[config.mk]
export PLATFORM = sky130hd
export DESIGN_NAME = module_teclado_ctrl
export DESIGN_NICKNAME = d
export VERILOG_FILES = /design/src/rtl/teclado_pkg.sv /design/src/rtl/module_sync_rows.sv /design/src/rtl/module_teclado_ctrl.sv
export SDC_FILE = /design/constraint.sdc
export NUM_CORES = 1
export LEC_CHECK = 0
export CELL_PAD_IN_SITES_DETAIL_PLACEMENT = 1
export CELL_PAD_IN_SITES_GLOBAL_PLACEMENT = 2
export CORE_ASPECT_RATIO = 0.6
export CORE_MARGIN = 1
export CORE_UTILIZATION = 39
export DETAILED_ROUTE_END_ITERATION = 12
export PLACE_DENSITY = 0.75
export SLEW_MARGIN = 25
export SYNTH_ARGS = -nofsm -noshare
export SYNTH_HDL_FRONTEND = slang
export SYNTH_HIERARCHICAL = 1
export SYNTH_SLANG_ARGS = --single-unit
[constraint.sdc]
create_clock -name clk -period 4.8 [get_ports clk]
set_clock_uncertainty 0.05 [all_clocks]
set_input_delay 0.48 -clock clk [delete_from_list [all_inputs] [get_ports clk]]
set_output_delay 0.48 -clock clk [all_outputs]
set_load 0.01 [all_outputs]
[src/rtl/teclado_pkg.sv]
// Shared types and constants for the 4x4 keypad scan controller.
package teclado_pkg;

  localparam int unsigned N_COLS = 4;
  localparam int unsigned N_ROWS = 4;

  typedef enum logic [1:0] {IDLE, PRESS_CHK, HELD, REL_CHK} scan_state_t;

  typedef logic [3:0] key_code_t;

  typedef enum logic [1:0] {NONE, ONE, MULTI} scan_class_t;

  // Key code layout: row index in the upper bits, column index in the lower bits.
  function automatic key_code_t make_code(input logic [1:0] row_idx, input logic [1:0] col_idx);
    return {row_idx, col_idx};
  endfunction

endpackage

[src/rtl/module_sync_rows.sv]
// Two-flop synchronizer for the asynchronous keypad rows; idles high (no key).
module module_sync_rows #(
  parameter int unsigned W = 4
) (
  input  logic         clk,
  input  logic         rst_n,
  input  logic [W-1:0] d,
  output logic [W-1:0] q
);

  logic [W-1:0] meta;

  always_ff @(posedge clk or negedge rst_n) begin
    if (!rst_n) begin
      meta <= '1;
      q    <= '1;
    end else begin
      meta <= d;
      q    <= meta;
    end
  end

endmodule

[src/rtl/module_teclado_ctrl.sv]
// 4x4 keypad scanner: one-hot column drive, per-scan classification,
// whole-scan debounce and a valid/ready key event output with overrun flag.
module module_teclado_ctrl
  import teclado_pkg::*;
#(
  parameter int unsigned WAIT_TIME      = 27000,
  parameter int unsigned WIDTH          = 4,
  parameter int unsigned ROWS           = 4,
  parameter int unsigned DEBOUNCE_SCANS = 3
) (
  input  logic             clk,
  input  logic             rst_n,
  input  logic [ROWS-1:0]  row,
  output logic [WIDTH-1:0] col,
  output logic [3:0]       key_code,
  output logic             key_valid,
  input  logic             key_ready,
  output logic             key_held,
  output logic             overrun
);

  localparam int unsigned DWELL_W = (WAIT_TIME > 1) ? $clog2(WAIT_TIME) : 1;
  localparam int unsigned CNT_W   = $clog2(DEBOUNCE_SCANS + 1);
  localparam bit          DS_ONE  = (DEBOUNCE_SCANS == 1);

  logic [ROWS-1:0]    row_s;
  logic [DWELL_W-1:0] dwell;
  logic [1:0]         col_idx;
  logic               sample_c;
  logic               scan_end_c;

  module_sync_rows #(.W(ROWS)) u_sync_rows (
    .clk   (clk),
    .rst_n (rst_n),
    .d     (row),
    .q     (row_s)
  );

  assign sample_c   = (dwell == DWELL_W'(WAIT_TIME - 1));
  assign scan_end_c = sample_c && (col_idx == 2'(N_COLS - 1));

  // Column dwell and rotation; col is rotated in lockstep with col_idx.
  always_ff @(posedge clk or negedge rst_n) begin
    if (!rst_n) begin
      dwell   <= '0;
      col_idx <= '0;
      col     <= {{(WIDTH-1){1'b1}}, 1'b0};
    end else if (sample_c) begin
      dwell   <= '0;
      col_idx <= col_idx + 2'd1;
      col     <= {col[WIDTH-2:0], col[WIDTH-1]};
    end else begin
      dwell   <= dwell + DWELL_W'(1);
    end
  end

  // Hits on the active column at the sample point.
  logic [2:0] col_hits_c;
  logic [1:0] col_row_c;

  always_comb begin
    col_hits_c = '0;
    col_row_c  = '0;
    for (int r = 0; r < ROWS; r++) begin
      if (!row_s[r]) begin
        col_hits_c = col_hits_c + 3'd1;
        col_row_c  = 2'(r);
      end
    end
  end

  // Running hit count (saturating at 2) and last hit code across the scan.
  logic [1:0]  acc_cnt;
  key_code_t   acc_code;
  logic [2:0]  tot_c;
  key_code_t   code_c;
  scan_class_t cls_c;

  assign tot_c  = 3'(acc_cnt) + col_hits_c;
  assign code_c = (col_hits_c == 3'd1) ? make_code(col_row_c, col_idx) : acc_code;

  always_comb begin
    cls_c = MULTI;
    if (tot_c == 3'd0)      cls_c = NONE;
    else if (tot_c == 3'd1) cls_c = ONE;
  end

  always_ff @(posedge clk or negedge rst_n) begin
    if (!rst_n) begin
      acc_cnt  <= '0;
      acc_code <= '0;
    end else if (scan_end_c) begin
      acc_cnt  <= '0;
      acc_code <= '0;
    end else if (sample_c) begin
      acc_cnt  <= (tot_c >= 3'd2) ? 2'd2 : tot_c[1:0];
      acc_code <= code_c;
    end
  end

  // Debounce FSM, evaluated once per scan end.
  scan_state_t state, state_nxt;
  key_code_t   cand, cand_nxt;
  logic [CNT_W-1:0] cnt, cnt_nxt, cnt_inc_c;
  logic        emit_c;

  assign cnt_inc_c = cnt + CNT_W'(1);

  always_comb begin
    state_nxt = state;
    cand_nxt  = cand;
    cnt_nxt   = cnt;
    emit_c    = 1'b0;
    if (scan_end_c) begin
      unique case (state)
        IDLE: begin
          if (cls_c == ONE) begin
            cand_nxt = code_c;
            cnt_nxt  = CNT_W'(1);
            if (DS_ONE) begin
              emit_c    = 1'b1;
              state_nxt = HELD;
            end else begin
              state_nxt = PRESS_CHK;
            end
          end
        end
        PRESS_CHK: begin
          if (cls_c == ONE && code_c == cand) begin
            cnt_nxt = cnt_inc_c;
            if (cnt_inc_c == CNT_W'(DEBOUNCE_SCANS)) begin
              emit_c    = 1'b1;
              state_nxt = HELD;
            end
          end else if (cls_c == ONE) begin
            cand_nxt = code_c;
            cnt_nxt  = CNT_W'(1);
          end else begin
            state_nxt = IDLE;
          end
        end
        HELD: begin
          // A different single key while held is a rollover; it waits for a release.
          if (cls_c == NONE) begin
            cnt_nxt   = CNT_W'(1);
            state_nxt = DS_ONE ? IDLE : REL_CHK;
          end
        end
        REL_CHK: begin
          if (cls_c == NONE) begin
            cnt_nxt = cnt_inc_c;
            if (cnt_inc_c == CNT_W'(DEBOUNCE_SCANS)) state_nxt = IDLE;
          end else begin
            state_nxt = HELD;
          end
        end
        default: state_nxt = IDLE;
      endcase
    end
  end

  always_ff @(posedge clk or negedge rst_n) begin
    if (!rst_n) begin
      state <= IDLE;
      cand  <= '0;
      cnt   <= '0;
    end else begin
      state <= state_nxt;
      cand  <= cand_nxt;
      cnt   <= cnt_nxt;
    end
  end

  // Event output handshake; an accept in the same cycle makes room for a new emit.
  logic accept_c;
  assign accept_c = key_valid && key_ready;

  always_ff @(posedge clk or negedge rst_n) begin
    if (!rst_n) begin
      key_code  <= '0;
      key_valid <= 1'b0;
      overrun   <= 1'b0;
      key_held  <= 1'b0;
    end else begin
      key_held <= (state_nxt == HELD) || (state_nxt == REL_CHK);
      if (emit_c) begin
        if (!key_valid || accept_c) begin
          key_code  <= code_c;
          key_valid <= 1'b1;
          if (accept_c) overrun <= 1'b0;
        end else begin
          overrun <= 1'b1;
        end
      end else if (accept_c) begin
        key_valid <= 1'b0;
        overrun   <= 1'b0;
      end
    end
  end

endmodule
Yosys cells after proc, flatten, opt, wreduce, memory -nomap -nowiden
Index checks and enable logic that the tools add are counted.
- register bits after elaboration: 50
- input bits: 7
- output and inout bits: 11
- word-level logic and storage cells: 97
- $add $sub $neg: 7
- $lt $le $gt $ge: 1
- equal/unequal tests: 16
- muxes and demuxes: 43
- reduce and logical (&&, ||, !) cells: 16
- operators with widths (cell ; count):
    2-bit two-way mux ; 19
    4-bit two-way mux ; 5
    2-bit case mux with 4 select lines ; 2
    15-bit by 1-bit adder with 15-bit output (second input constant) ; 1
    15-bit equality test (second input constant) ; 1
    15-bit two-way mux ; 1
    2-bit equality test (second input constant) ; 6
    1-bit two-way mux ; 12
    3-bit by 1-bit adder with 3-bit output (second input constant) ; 3
    3-bit two-way mux ; 3
    4-bit case mux with 2 select lines ; 1
    3-bit by 1-bit equality test with 1-bit output (second input constant) ; 2
    2-bit inequality test (second input constant) ; 3
    3-bit AND reduction ; 2
    2-bit nonzero test ; 3
    2-bit by 1-bit adder with 2-bit output (second input constant) ; 2
    2-bit by 1-bit equality test with 1-bit output (second input constant) ; 2
    4-bit equality test ; 1
    2-bit logical NOT ; 2
    2-bit AND reduction ; 2
    2-bit by 3-bit adder with 3-bit output ; 1
    3-bit by 2-bit greater-or-equal comparator with 1-bit output (second input constant) ; 1
    1-bit logical AND ; 3
    3-bit logical NOT ; 1
    other kinds (3) ; 4

Longest topological paths before layout
- depth after elaboration: 18
- depth in mapped cells: 14
- mapped depth without buffers: 13

Modules after synthesis
The synthesis kept the hierarchy.
- by module, submodules not included (module ; instances ; cells each ; area an instance (um2) ; seq. area each (um2)):
    module_teclado_ctrl ; 1 ; 226 ; 2337.2 ; 1054.8
    module_sync_rows ; 1 ; 8 ; 210.2 ; 210.2

Least setup slack after synthesis
No wires, ideal clock.
- path type: register to register
- start: reg u_sync_rows.q[0]
- end: reg key_code[0]
- library setup time: 0.128 ns
- data arrival time: 3.469 ns
- required time: 4.622 ns
- setup slack: 1.153 ns
- stages on the path, launching flop included: 14
- buffers on the path: 1
- clock period less this slack: 3.647 ns
- cell sequence: dfstp_2 -> inv_1 -> ha_1 -> buf_6 -> xnor2_1 -> ha_1 -> mux2i_1 -> fa_1 -> xnor3_1 -> nor2b_1 -> nand3_1 -> nor2_1 -> nand4_2 -> mux2_1
- word-level cells in the longest chain between the ends: 17
- elaborated cells between the ends (all ways): 21
- classes of those cells: add/sub (4); eq/ne (4); mux (10); reduce/logical (3)
- RTL lines (item ; RTL line ; source):
    from (decl) ; module_sync_rows.sv:8 ; output logic [W-1:0] q
    from (signal assigned) ; module_sync_rows.sv:19 ; q <= meta;
    1-bit two-way mux (*) ; module_teclado_ctrl.sv:65 ; if (!row_s[r]) begin
    3-bit by 1-bit adder with 3-bit output ; module_teclado_ctrl.sv:66 ; col_hits_c = col_hits_c + 3'd1;
    3-bit two-way mux (*) ; module_teclado_ctrl.sv:65 ;
    3-bit by 1-bit adder with 3-bit output ; module_teclado_ctrl.sv:66 ;
    3-bit two-way mux (*) ; module_teclado_ctrl.sv:65 ;
    3-bit by 1-bit adder with 3-bit output ; module_teclado_ctrl.sv:66 ;
    3-bit two-way mux (*) ; module_teclado_ctrl.sv:65 ;
    2-bit by 3-bit adder with 3-bit output ; module_teclado_ctrl.sv:79 ; assign tot_c = 3'(acc_cnt) + col_hits_c;
    3-bit by 1-bit equality test with 1-bit output ; module_teclado_ctrl.sv:85 ; else if (tot_c == 3'd1) cls_c = ONE;
    2-bit two-way mux ; module_teclado_ctrl.sv:85 ;
    2-bit two-way mux ; module_teclado_ctrl.sv:84 ; if (tot_c == 3'd0) cls_c = NONE;
    2-bit by 1-bit equality test with 1-bit output ; module_teclado_ctrl.sv:129 ; if (cls_c == ONE && code_c == cand) begin
    1-bit logical AND ; module_teclado_ctrl.sv:129 ;
    1-bit two-way mux ; module_teclado_ctrl.sv:129 ;
    1-bit two-way mux ; module_teclado_ctrl.sv:115 ; unique case (state)
    1-bit two-way mux ; module_teclado_ctrl.sv:114 ; if (scan_end_c) begin
    2-bit AND reduction (no source line) ; n/a ;
    to (signal assigned) ; module_teclado_ctrl.sv:188 ; key_code <= code_c;
    to (decl) ; module_teclado_ctrl.sv:15 ; output logic [3:0] key_code,
Mark *: on every way between the ends. The rest lies on a longest branch, timed or not.
A chain may end at the register's enable or synchronous reset.

Worst setup path in the final report
- start: reg u_sync_rows.q[0]
- end: reg key_code[2]
The elaborated chain is that of the path after synthesis.

==> results.yml <==
synth:
  synth_area_um2: 2550
  ys.warnings.count: 6
  synth_top_family_by_area: "simple AND/OR/NAND/NOR gates"
  synthSimpleGateAreaFrac_pct: 19.8
  syn_area_per_cell_um2: 10.9
  synth_edf_count: 0
  async_flop_share_pct: 100
  syn_inst: 234
  synth_cell_types: 57
  synth-adder-area-share_pct: 4.22
  muxShareOfSynthArea_pct: 5.21
  synth_xor_area_share_pct: 7.71
  synth_top_area_share_pct: 38.3
  synth_compound_area_share_pct: 10.5
  yosysSeqAreaShare_pct: 49.7
  ys.flop_type: "dfrtp_1"
  yosys-top-cells-area: "dfrtp_1, dfstp_2, nand2_1"
  synth_area_leader_cell: "dfrtp_1"
  yosys_register_bits: 50
  synth_fp_nets: 249
global_routing:
  grt_first_pass_wirelength_um: 9350
  grt_pass1_vias: 1818
  grt_start_max_net_pins: 42
  antenna_found_initial: 0
  grt_use_total_pct: 17.8
  grt.overflow.total: 0
setup_path:
  timing.rr.end: "key_code[2]"
  critPathCaptureType: "flip-flop"
  max_stage_delay_ns: 0.54
  required_ns: 4.94
  path_common_cell: "ha_1"
  setup.worst_path.start_class: "flip-flop"
  path_cells: "inv_1 > ha_1 > xnor2_1 > ha_1 > mux2i_1 > fa_1 > xnor3_1 > nor2b_1 > nand3_1 > nor2_1 > nand4_2 > mux2_1"
  r2r_start: "u_sync_rows/q[0]"
  critical_path_class: "reg -> reg"
  worstPathArrival_ns: 4.26
  r2r_cells: 12
  cp_max_fo: 8
  crit_family: "adder cells"
  slowest_stage: "dfstp_2"
  rrSetupSlack_ns: 0.68
  critPathBufInv: 1
run_status:
  status: "finished clean"
min_path:
  hold_end: "u_sync_rows/q[3]"
  holdPathStages: 0
  hold_path_class: "reg -> reg"
  hp-start: "u_sync_rows/meta[3]"
timing:
  slew_headroom_pct: 55.9
  period_minus_slack_ns: 4.12
  rsz0062_at_grt: "no"
  setup_tns_ns: 0
  max_clock_freq_mhz: 243
  worst_slack_ns: 0.680
  worst_slew_pin_slew_ns: 0.660
  finalSetupViolations: 0
  drv_slew: 0
  fin_crit_sh_pct: 85.8
  finalHoldViolCount: 0
flow_run:
  maxCapViolCount: 0
floorplan:
  die_x_um: 106
  die-area_um2: 6870
  std_cell_rows: 22
  start_util_pct: 40.9
  die_y_um: 64.6
  fp.coreArea_um2: 6220
  ioPinCount: 18
route:
  wl_per_cell_um: 16.1
  avgViaCountPerCell: 5.19
  routed_wirelength_um: 5450
  firstDrtPassIters: 4
  vias: 1760
  drc: 0
  drt_iter0_drc: 48
  final_antenna_net_count: 0
clock_tree:
  cts_tree: "done"
  path_clk_slew_ns: 0.09
  numClockSinks: 50
  cts_made_buffers: 5
  cts_max_level: 2
  clock-root-buffer: "clkbuf_8"
  insertion_delay_ns: 0.30
  clock_path_buffers: 2
placed_design:
  dp_hpwl_um: 3950
  globalplace.congestion: 0.785
  placed_area_um2: 2800
  place_ws_ns: 0.693
  port_buffers: 17
layout:
  final_util_pct: 46.5
  stdcell_area_um2: 2890
  finalNetCount: 269
  layout_common_cells: "dfrtp_1, nand2_1, nor2_1, clkdlybuf4s50_1, dfstp_2"
  area_growth_pct: 13.6
  drive_above_1_share_pct: 12.2
  final_common_cell: "dfrtp_1"
  diodes: 0
power_and_ir_drop:
  power_density_nw_per_um2: 259
  ir_drop_v: 0.000105
  power_leakage_uw: 0.00128
-- final cells by class --
| type | instances | area (um2) |
|---|---|---|
| clock buffer | 8 | 80.1 |
| fill | 727 | 3330 |
| inverter | 10 | 37.5 |
| multi-input combinational | 167 | 1210 |
| sequential | 50 | 1260 |
| tap | 84 | 105 |
| timing repair buffer | 20 | 190 |
-- routing by layer --
metal,wire [um],part of all wire (%),GRT usage (%)
met5,0,0,0
met4,48,0.88,4.86
met3,155,2.8,3.82
met2,2060,38,24.9
met1,3190,58,27.4
-- worst max-delay path by stage --
stage / start / end / slack, ns / cells past startpoint
after global routing: u_sync_rows/q[1] / key_code[3] / 0.41 / 12
final: u_sync_rows/q[0] / key_code[2] / 0.68 / 12
after detailed placement: u_sync_rows/q[0] / key_code[2] / 0.69 / 12
after global placement: u_sync_rows/q[0] / key_code[0] / 0.80 / 12
after CTS: u_sync_rows/q[0] / key_code[2] / 0.64 / 12
after floorplan: u_sync_rows/q[0] / key_code[0] / 1.15 / 13
-- cells by family after synthesis --
logic type	Yosys count
AO/OA/AOI/OAI	36
XOR/XNOR	20
adder cells (fa/ha/maj)	8
buffers and inverters	17
flip-flops	50
multiplexers	12
AND/OR/NAND/NOR	91
-- where the power goes --
group          leakage [uW]  total (uW)  switching, uW  internal (uW)
clock network     0.0000395         235            131            104
logic              0.000601        82.2           51.2           30.9
registers          0.000644         433           4.75            428
total               0.00128         750            187            563
-- registers in the layout (all words and copies together), names as in the netlist --
signal and cells:
cnt 2, acc_cnt 2, state 2, dwell 15
key_held 1, u_sync_rows/meta 4, col_idx 2, key_code 4
u_sync_rows/q 4, overrun 1, cand 4, acc_code 4
key_valid 1, col 4
-- cell usage after synthesis, types with 2 or more instances --
cell,instances
nand3b_1,2
nor2_1,18
mux2_2,4
nand3_1,7
mux2_1,6
clkbuf_1,3
nand2_1,29
dfstp_2,11
dfrtp_1,39
nand4b_1,4
mux2i_1,2
nand4_1,4
a22o_1,4
nor3_1,3
a211oi_1,2
buf_2,2
and3_1,3
o21ai_0,4
a31oi_1,4
a21oi_1,8
ha_1,7
nand2b_1,3
nor2b_1,5
o22ai_1,2
inv_1,10
xnor2_1,10
xor2_1,8
-- what timing repair did --
action	in CTS	in global routing
setup buffers	0	0
hold buffers	1	0
endpoints found under the setup margin	0	0
gates resized for setup	0	0
endpoints found under the hold margin	7	0
-- worst register-to-register path, cell delays in order, from the launching register on --
cell     delay (ns)
dfstp_2        0.54
inv_1          0.04
ha_1           0.40
xnor2_1        0.21
ha_1           0.37
mux2i_1        0.12
fa_1           0.41
xnor3_1        0.36
nor2b_1        0.38
nand3_1        0.25
nor2_1         0.28
nand4_2        0.23
mux2_1         0.38
-- per-stage QoR --
step,total power (uW),std cells,hold slack (ns)
global placement,522,330,0.298
CTS,762,339,0.312
floorplan,493,234,0.134
global route,785,339,0.317
detailed placement,522,330,0.300
finish,750,339,0.309
Power figures use the tool's default switching activity.
